**src/rtl/if_stage.sv**
```systemverilog
// if_stage: PC, instruction fetch FSM and IF/ID register; define IF_STALL_CNT_EN for the stall counter
module if_stage #(
    parameter logic [31:0] RESET_PC = 32'h0000_0000,
    parameter int          CNT_W    = 16
) (
    input  logic             clk,
    input  logic             rst,
    input  logic             PCWrite,
    input  logic             IFIDWrite,
    input  logic             Branch_Taken,
    input  logic [31:0]      Branch_Target,
    output logic             imem_req,
    output logic [31:0]      imem_addr,
    input  logic [31:0]      imem_rdata,
    input  logic             imem_valid,
    output logic [31:0]      IFID_Instr,
    output logic [31:0]      IFID_PC4,
    output logic             IFID_Valid,
    output logic [4:0]       IFID_RS,
    output logic [4:0]       IFID_RT,
    output logic [5:0]       Op,
    output logic [CNT_W-1:0] stall_count
);
    typedef enum logic [1:0] {BOOT, RUN, MISS} state_t;
    state_t      state_q, state_d;
    logic        req_q, req_d, valid_q, valid_d;
    logic [31:0] pc_q, pc_d, instr_q, instr_d, pc4_q, pc4_d;
    logic        fetch_ok, hold;
    logic [31:0] pc_plus4;
    assign fetch_ok = req_q & imem_valid;
    assign hold     = !PCWrite || !IFIDWrite;
    assign pc_plus4 = pc_q + 32'd4;
    always_comb begin
        state_d = state_q;
        pc_d    = pc_q;
        instr_d = instr_q;
        pc4_d   = pc4_q;
        valid_d = valid_q;
        if (state_q == BOOT) begin
            state_d = RUN;
        end else begin
            state_d = (imem_valid || Branch_Taken) ? RUN : MISS;
            if (Branch_Taken) begin
                pc_d    = {Branch_Target[31:2], 2'b00};
                instr_d = '0;
                pc4_d   = '0;
                valid_d = 1'b0;
            end else if (hold || !fetch_ok) begin
                // a hold or miss discards the fetched word; bubble only if IF/ID may move
                if (IFIDWrite) begin
                    instr_d = '0;
                    pc4_d   = '0;
                    valid_d = 1'b0;
                end
            end else begin
                pc_d    = pc_plus4;
                instr_d = imem_rdata;
                pc4_d   = pc_plus4;
                valid_d = 1'b1;
            end
        end
        req_d = state_d != BOOT;
    end
    always_ff @(posedge clk or posedge rst) begin
        if (rst) begin
            state_q <= BOOT;
            req_q   <= 1'b0;
            pc_q    <= RESET_PC;
            instr_q <= '0;
            pc4_q   <= '0;
            valid_q <= 1'b0;
        end else begin
            state_q <= state_d;
            req_q   <= req_d;
            pc_q    <= pc_d;
            instr_q <= instr_d;
            pc4_q   <= pc4_d;
            valid_q <= valid_d;
        end
    end
    assign imem_req   = req_q;
    assign imem_addr  = pc_q;
    assign IFID_Instr = instr_q;
    assign IFID_PC4   = pc4_q;
    assign IFID_Valid = valid_q;
    assign IFID_RS    = instr_q[25:21];
    assign IFID_RT    = instr_q[20:16];
    assign Op         = instr_q[31:26];
`ifdef IF_STALL_CNT_EN
    logic [CNT_W-1:0] cnt_q, cnt_d;
    always_comb begin
        cnt_d = (state_q != BOOT && !Branch_Taken && (!PCWrite || state_q == MISS) && cnt_q != '1)
                ? cnt_q + CNT_W'(1) : cnt_q;
    end
    always_ff @(posedge clk or posedge rst) begin
        if (rst) cnt_q <= '0;
        else cnt_q <= cnt_d;
    end
    assign stall_count = cnt_q;
`else
    assign stall_count = '0;
`endif
endmodule

```
**config.mk**
```make
export PLATFORM = sky130hd
export DESIGN_NAME = if_stage
export DESIGN_NICKNAME = d
export VERILOG_FILES = /design/src/rtl/if_stage.sv
export SDC_FILE = /design/constraint.sdc
export NUM_CORES = 1
export LEC_CHECK = 0
export CAP_MARGIN = 20
export CORE_MARGIN = 3
export CORE_UTILIZATION = 47
export CTS_CLUSTER_SIZE = 20
export DETAILED_ROUTE_END_ITERATION = 12
export GPL_TIMING_DRIVEN = 0
export HOLD_SLACK_MARGIN = 0.1
export PLACE_DENSITY = 0.87
export SYNTH_ARGS = -nofsm -noshare
export SYNTH_HDL_FRONTEND = slang
export SYNTH_SLANG_ARGS = --single-unit
```
**constraint.sdc**
```tcl
create_clock -name clk -period 6.05 [get_ports clk]
set_input_delay 1.21 -clock clk [delete_from_list [all_inputs] [get_ports clk]]
set_output_delay 1.21 -clock clk [all_outputs]
set_load 0.01 [all_outputs]
```
---- After elaboration in Yosys (flattened, before gate mapping) ----
Index checks and enable logic that the tools add are counted.
storage, ports and cells
  register bits after elaboration ......... 100
  input port bits ......................... 70
  output and inout port bits .............. 130
  logic and storage cells ................. 33
cells by class
  add/subtract/negate cells ............... 1
  equal/unequal tests ..................... 2
  multiplexer cells ....................... 12
  bitwise logic cells ..................... 2
  reduce and logical (&&, ||, !) cells .... 10
operator list
  cell                                                             count
  32-bit 2-to-1 mux                                                7
  32-bit by 3-bit adder with 32-bit output, second input constant  1
  2-bit 2-to-1 mux                                                 2
  2-bit AND reduction                                              2
  1-bit logical NOT                                                3
  1-bit logical OR                                                 3
  1-bit 2-to-1 mux                                                 3
  3-bit != test, second input constant                             1
  2-bit logical NOT                                                1
  2-bit != test, second input constant                             1
  2-bit nonzero test                                               1
  1-bit AND                                                        1
  1-bit NOT                                                        1

---- Longest topological paths before layout ----
  depth in word-level cells ............... 5
  depth in mapped cells ................... 7
  gate-level depth less buffers ........... 6

---- Least setup slack after synthesis ----
Ideal clock, no wire load.
  kind .................................... input-to-reg
  start point ............................. in Branch_Taken
  end point ............................... reg pc_q[10] (netlist: imem_addr[10])
  library setup time ...................... 0.127 ns
  data arrival time ....................... 2.380 ns
  required time ........................... 5.923 ns
  path slack .............................. 3.542 ns
  cell stages on the path ................. 7
  buffers on the path ..................... 3
  path through ............................ clkbuf_1 inv_1 clkbuf_1 a21oi_1 clkbuf_1 o21ai_0 o2bb2ai_1
between the ends
  longest elaborated chain between the ends .. 2
  elaborated cells between the ends (all ways) .. 3
  those cells by class .................... eq/ne (1); mux (1); reduce/logical (1)
ends and longest elaborated chain
  item                           line  source
  start: declaration             10    input logic Branch_Taken,
  2-bit != test (no line)        --
  2-bit AND reduction (no line)  --
  end signal: assignment         75    pc_q <= pc_d;
  end: declaration               27    logic [31:0] pc_q, pc_d, instr_q, instr_d, pc4_q, pc4_d;
Several ways; a longest one is shown, not always the timed one.
A chain may end at the register's enable or synchronous reset.

---- Worst setup path after layout ----
  start point ............................. in IFIDWrite
  end point ............................... reg pc_q[25] (netlist: imem_addr[25])
between the ends
  longest elaborated chain between the ends .. 5
ends and longest elaborated chain
  item                           line  source
  start: declaration             9     input logic IFIDWrite,
  1-bit logical NOT              31    assign hold = !PCWrite || !IFIDWrite;
  1-bit logical OR               31
  1-bit logical OR               48    end else if (hold || !fetch_ok) begin
  2-bit != test (no line)        --
  2-bit AND reduction (no line)  --
Every way passes these cells.

==> results.txt <==
Hold path start: IFID_PC4[28]
Post-synth top area cell: dfrtp_1
FFs w/ async S/R, synth: 1.000
Remaining DRCs: 0
Clock tree root buffer cell: clkbuf_8
Row Count: 36
Cells after Synth: 486
Area contributors post-synth: dfrtp_1, a22o_1, buf_4
Antenna Nets Post-Route: 0
Sw power: 0.0004520 W
Crit path cell chain: clkdlybuf4s50_1, nand4_1, nor3_1, clkbuf_1, clkbuf_1, a311oi_1
CP required: 6.27 ns
Worst r2r dst: IFID_PC4[22]
Vias in the first global route: 4498
H-tree depth: 3
TritonCTS clock tree: built
Max incr delay on CP: 0.53 ns
Wire length per cell: 17.75 µm
Switching part of the total: 0.3000
Die width: 107.6 µm
CTS max path bufs: 2
Setup violations, final: 0
TritonCTS Buffers: 9
Core area: 0.009910 mm²
Clock transition at path regs: 0.08 ns
Comb power frac: 0.240
Synth Register Bits: 97
Synthesized area: 0.004855 mm²
WHS Path Cells: 2
Dpl hpwl: 10980 µm
Peak supply drop: 0.1365 mV
Drt initial violations: 430
Sequential share of the synthesized area: 0.5000
Internal Power: 0.001055 W
Post-synth EDFFs: 0
Fillers: 775
Post-layout min period: 3.318 ns
PortBufs: 178
CP Max Fanout: 10
Crit path max-delay family: buffers and inverters
Share of layout cells above drive strength 1: 0.1004
Vias: 4692
Share of total power in the clock network: 0.263
Synth top area share: 0.5000
R2R depth: 6
Post_cts resized: 0
Least-Margin Pin Slew: 1.161 ns
Total clock sinks: 97
Synth Flop Type: dfrtp_1
Slew Viols, Final: 0
Final Hold Fails: 0
Clock latency on the worst-skew pair: 0.36 ns
Gpl congestion: 0.8993
Die ar.: 0.01158 mm²
Endpoint type of the worst setup path: register
Leakage: 2.980 nW
Synth-to-layout area growth: 45.77%
Flop2flop setup slack: 3.72 ns
CP Buf/Inv Count: 3
Global-route usage over all layers: 0.2568
YS warnings: 0
Final worst clock skew: 0.009221 ns
Total negative slack: 0 ns
Slew headroom: 0.2209
Final period util: 0.5484
Worst setup SP type: input pin
Largest net degree at the start of global routing: 66
First-pass DRT Iterations: 5
Core Util, Final: 0.7141
Die H: 107.6 µm
Reg-to-Reg Start: state_q[1]
Syn avg cell area: 9.989 µm²
Commonest non-fill, non-tap cells in the layout: clkdlybuf4s50_1, dfrtp_1, nand2_1, o21ai_0, buf_4
Hold WC Path Type: register to register
Global route total overflow: 0
Routed wire length: 14730 µm
Flop pwr share: 0.497
First-pass GRT wire length: 23470 µm
Nets@finish: 764
Inserted Diodes: 0
Io pins: 200
Most frequent CP cell: clkbuf_1
Cell Pwr Density: 212.9 mW/mm²
Max cap viols: 0
Synth unique cells: 49
Postcts setup bufs: 0
Max Freq: 0.3014 GHz
Worst Hold Path EP: IFID_PC4[28]
Arr. time, crit path: 3.54 ns
Antenna violations before repair: 0
RSZ-0062 raised after global routing: false
Slowest library cell on the worst path: clkdlybuf4s50_1
WS Path Type: input pin to register
Initial Util: 0.4899
Outcome: finished clean
Commonest non-fill, non-tap cell in the layout: clkdlybuf4s50_1
Hold buffers post-CTS: 0
Vias/cell: 5.653
worst min-delay path, cell delays in order, from the launching register on:
cell and delay [ns]:
dfrtp_1 0.35, nand2_1 0.05, o21ai_0 0.06
registers in the layout (all words and copies together) (netlist names):
register	count
imem_req	1
IFID_Valid	1
imem_addr	30
IFID_PC4	31
state_q	2
IFID_Instr	32
cell usage after synthesis, types with 3 or more instances:
master / n
o311ai_1: 6
o21ai_0: 41
clkbuf_1: 26
nor2_1: 13
inv_1: 6
a21oi_1: 17
xnor2_1: 11
and4_1: 7
a22oi_1: 5
nor3_1: 9
dfrtp_1: 97
xor2_1: 17
o22ai_1: 6
buf_2: 4
buf_4: 36
a2bb2oi_1: 6
o311ai_0: 4
nand3_1: 20
o21ai_1: 7
a31oi_1: 3
a22o_1: 33
nand2_1: 55
and3_1: 12
nand4_1: 10
o211ai_1: 3
through the flow:
| step | instances | power, W | setup WS [ns] | hold WS [ns] | cell area, µm² |
|---|---|---|---|---|---|
| floorplan | 503 | 0.0009291 | 2.306 | 0.5152 | 4918 |
| global placement | 814 | 0.001105 | 0.8955 | 0.4630 | 6867 |
| detailed placement | 815 | 0.001118 | 2.322 | 0.4697 | 6897 |
| CTS | 830 | 0.001510 | 2.711 | 0.4886 | 7077 |
| global route | 830 | 0.001579 | 2.559 | 0.5148 | 7077 |
| finish | 830 | 0.001507 | 2.732 | 0.4892 | 7077 |
how the worst max path moves through the flow:
stage	from	to	slack [ns]	depth (start not counted)
2_1_floorplan	rst	IFID_Instr[0]	2.31	1
3_3_place_gp	rst	IFID_PC4[25]	0.90	2
3_5_place_dp	IFIDWrite	imem_addr[25]	2.32	6
4_1_cts	IFIDWrite	imem_addr[25]	2.71	6
5_1_grt	IFIDWrite	imem_addr[25]	2.56	6
6_report	IFIDWrite	imem_addr[25]	2.73	6
layer usage:
layer | GRT usage | up-vias | share of wire
li1 | - | 2137 | -
met1 | 0.3450 | 2239 | 0.40
met2 | 0.4094 | 276 | 0.48
met3 | 0.04679 | 40 | 0.090
met4 | 0.1091 | 0 | 0.031
met5 | 0 | - | 0
power by group through the flow:
stage          clock network (W)  registers (W)  logic (W)
6_report                0.000396       0.000749   0.000362
5_1_grt                 0.000432       0.000756   0.000391
4_1_cts                 0.000401       0.000747   0.000361
3_5_place_dp                   0       0.000759   0.000359
3_3_place_gp                   0       0.000757   0.000348
2_1_floorplan                  0       0.000767   0.000163
cell families (layout without fill, tap and decap cells):
logic type                 count (synthesis)  in the layout  share of synthesized area
DFF                                       97             97                     0.5000
xor gates and xnor gates                  28             28                    0.05051
and+or+nand+nor                          142            142                     0.1585
other                                      2             19                   0.001547
AOI/OAI and AO/OA                        141            141                     0.1974
muxes                                      2              2                   0.004124
adders and majority gates                  1              1                   0.002577
buffers and inverters                     73            267                    0.08531
cell type report:
cell class                 count  area, µm²  share of cell area
multi-input combinational    333       2077              0.2935
inverter                       6      25.02            0.003536
tap                          133      166.4             0.02351
clock inverter                 3      15.01            0.002122
buffer                        67      391.6             0.05534
timing repair buffer         179       1809              0.2557
sequential                    97       2427              0.3430
clock buffer                  12      165.2             0.02334
Power figures use the tool's default switching activity.
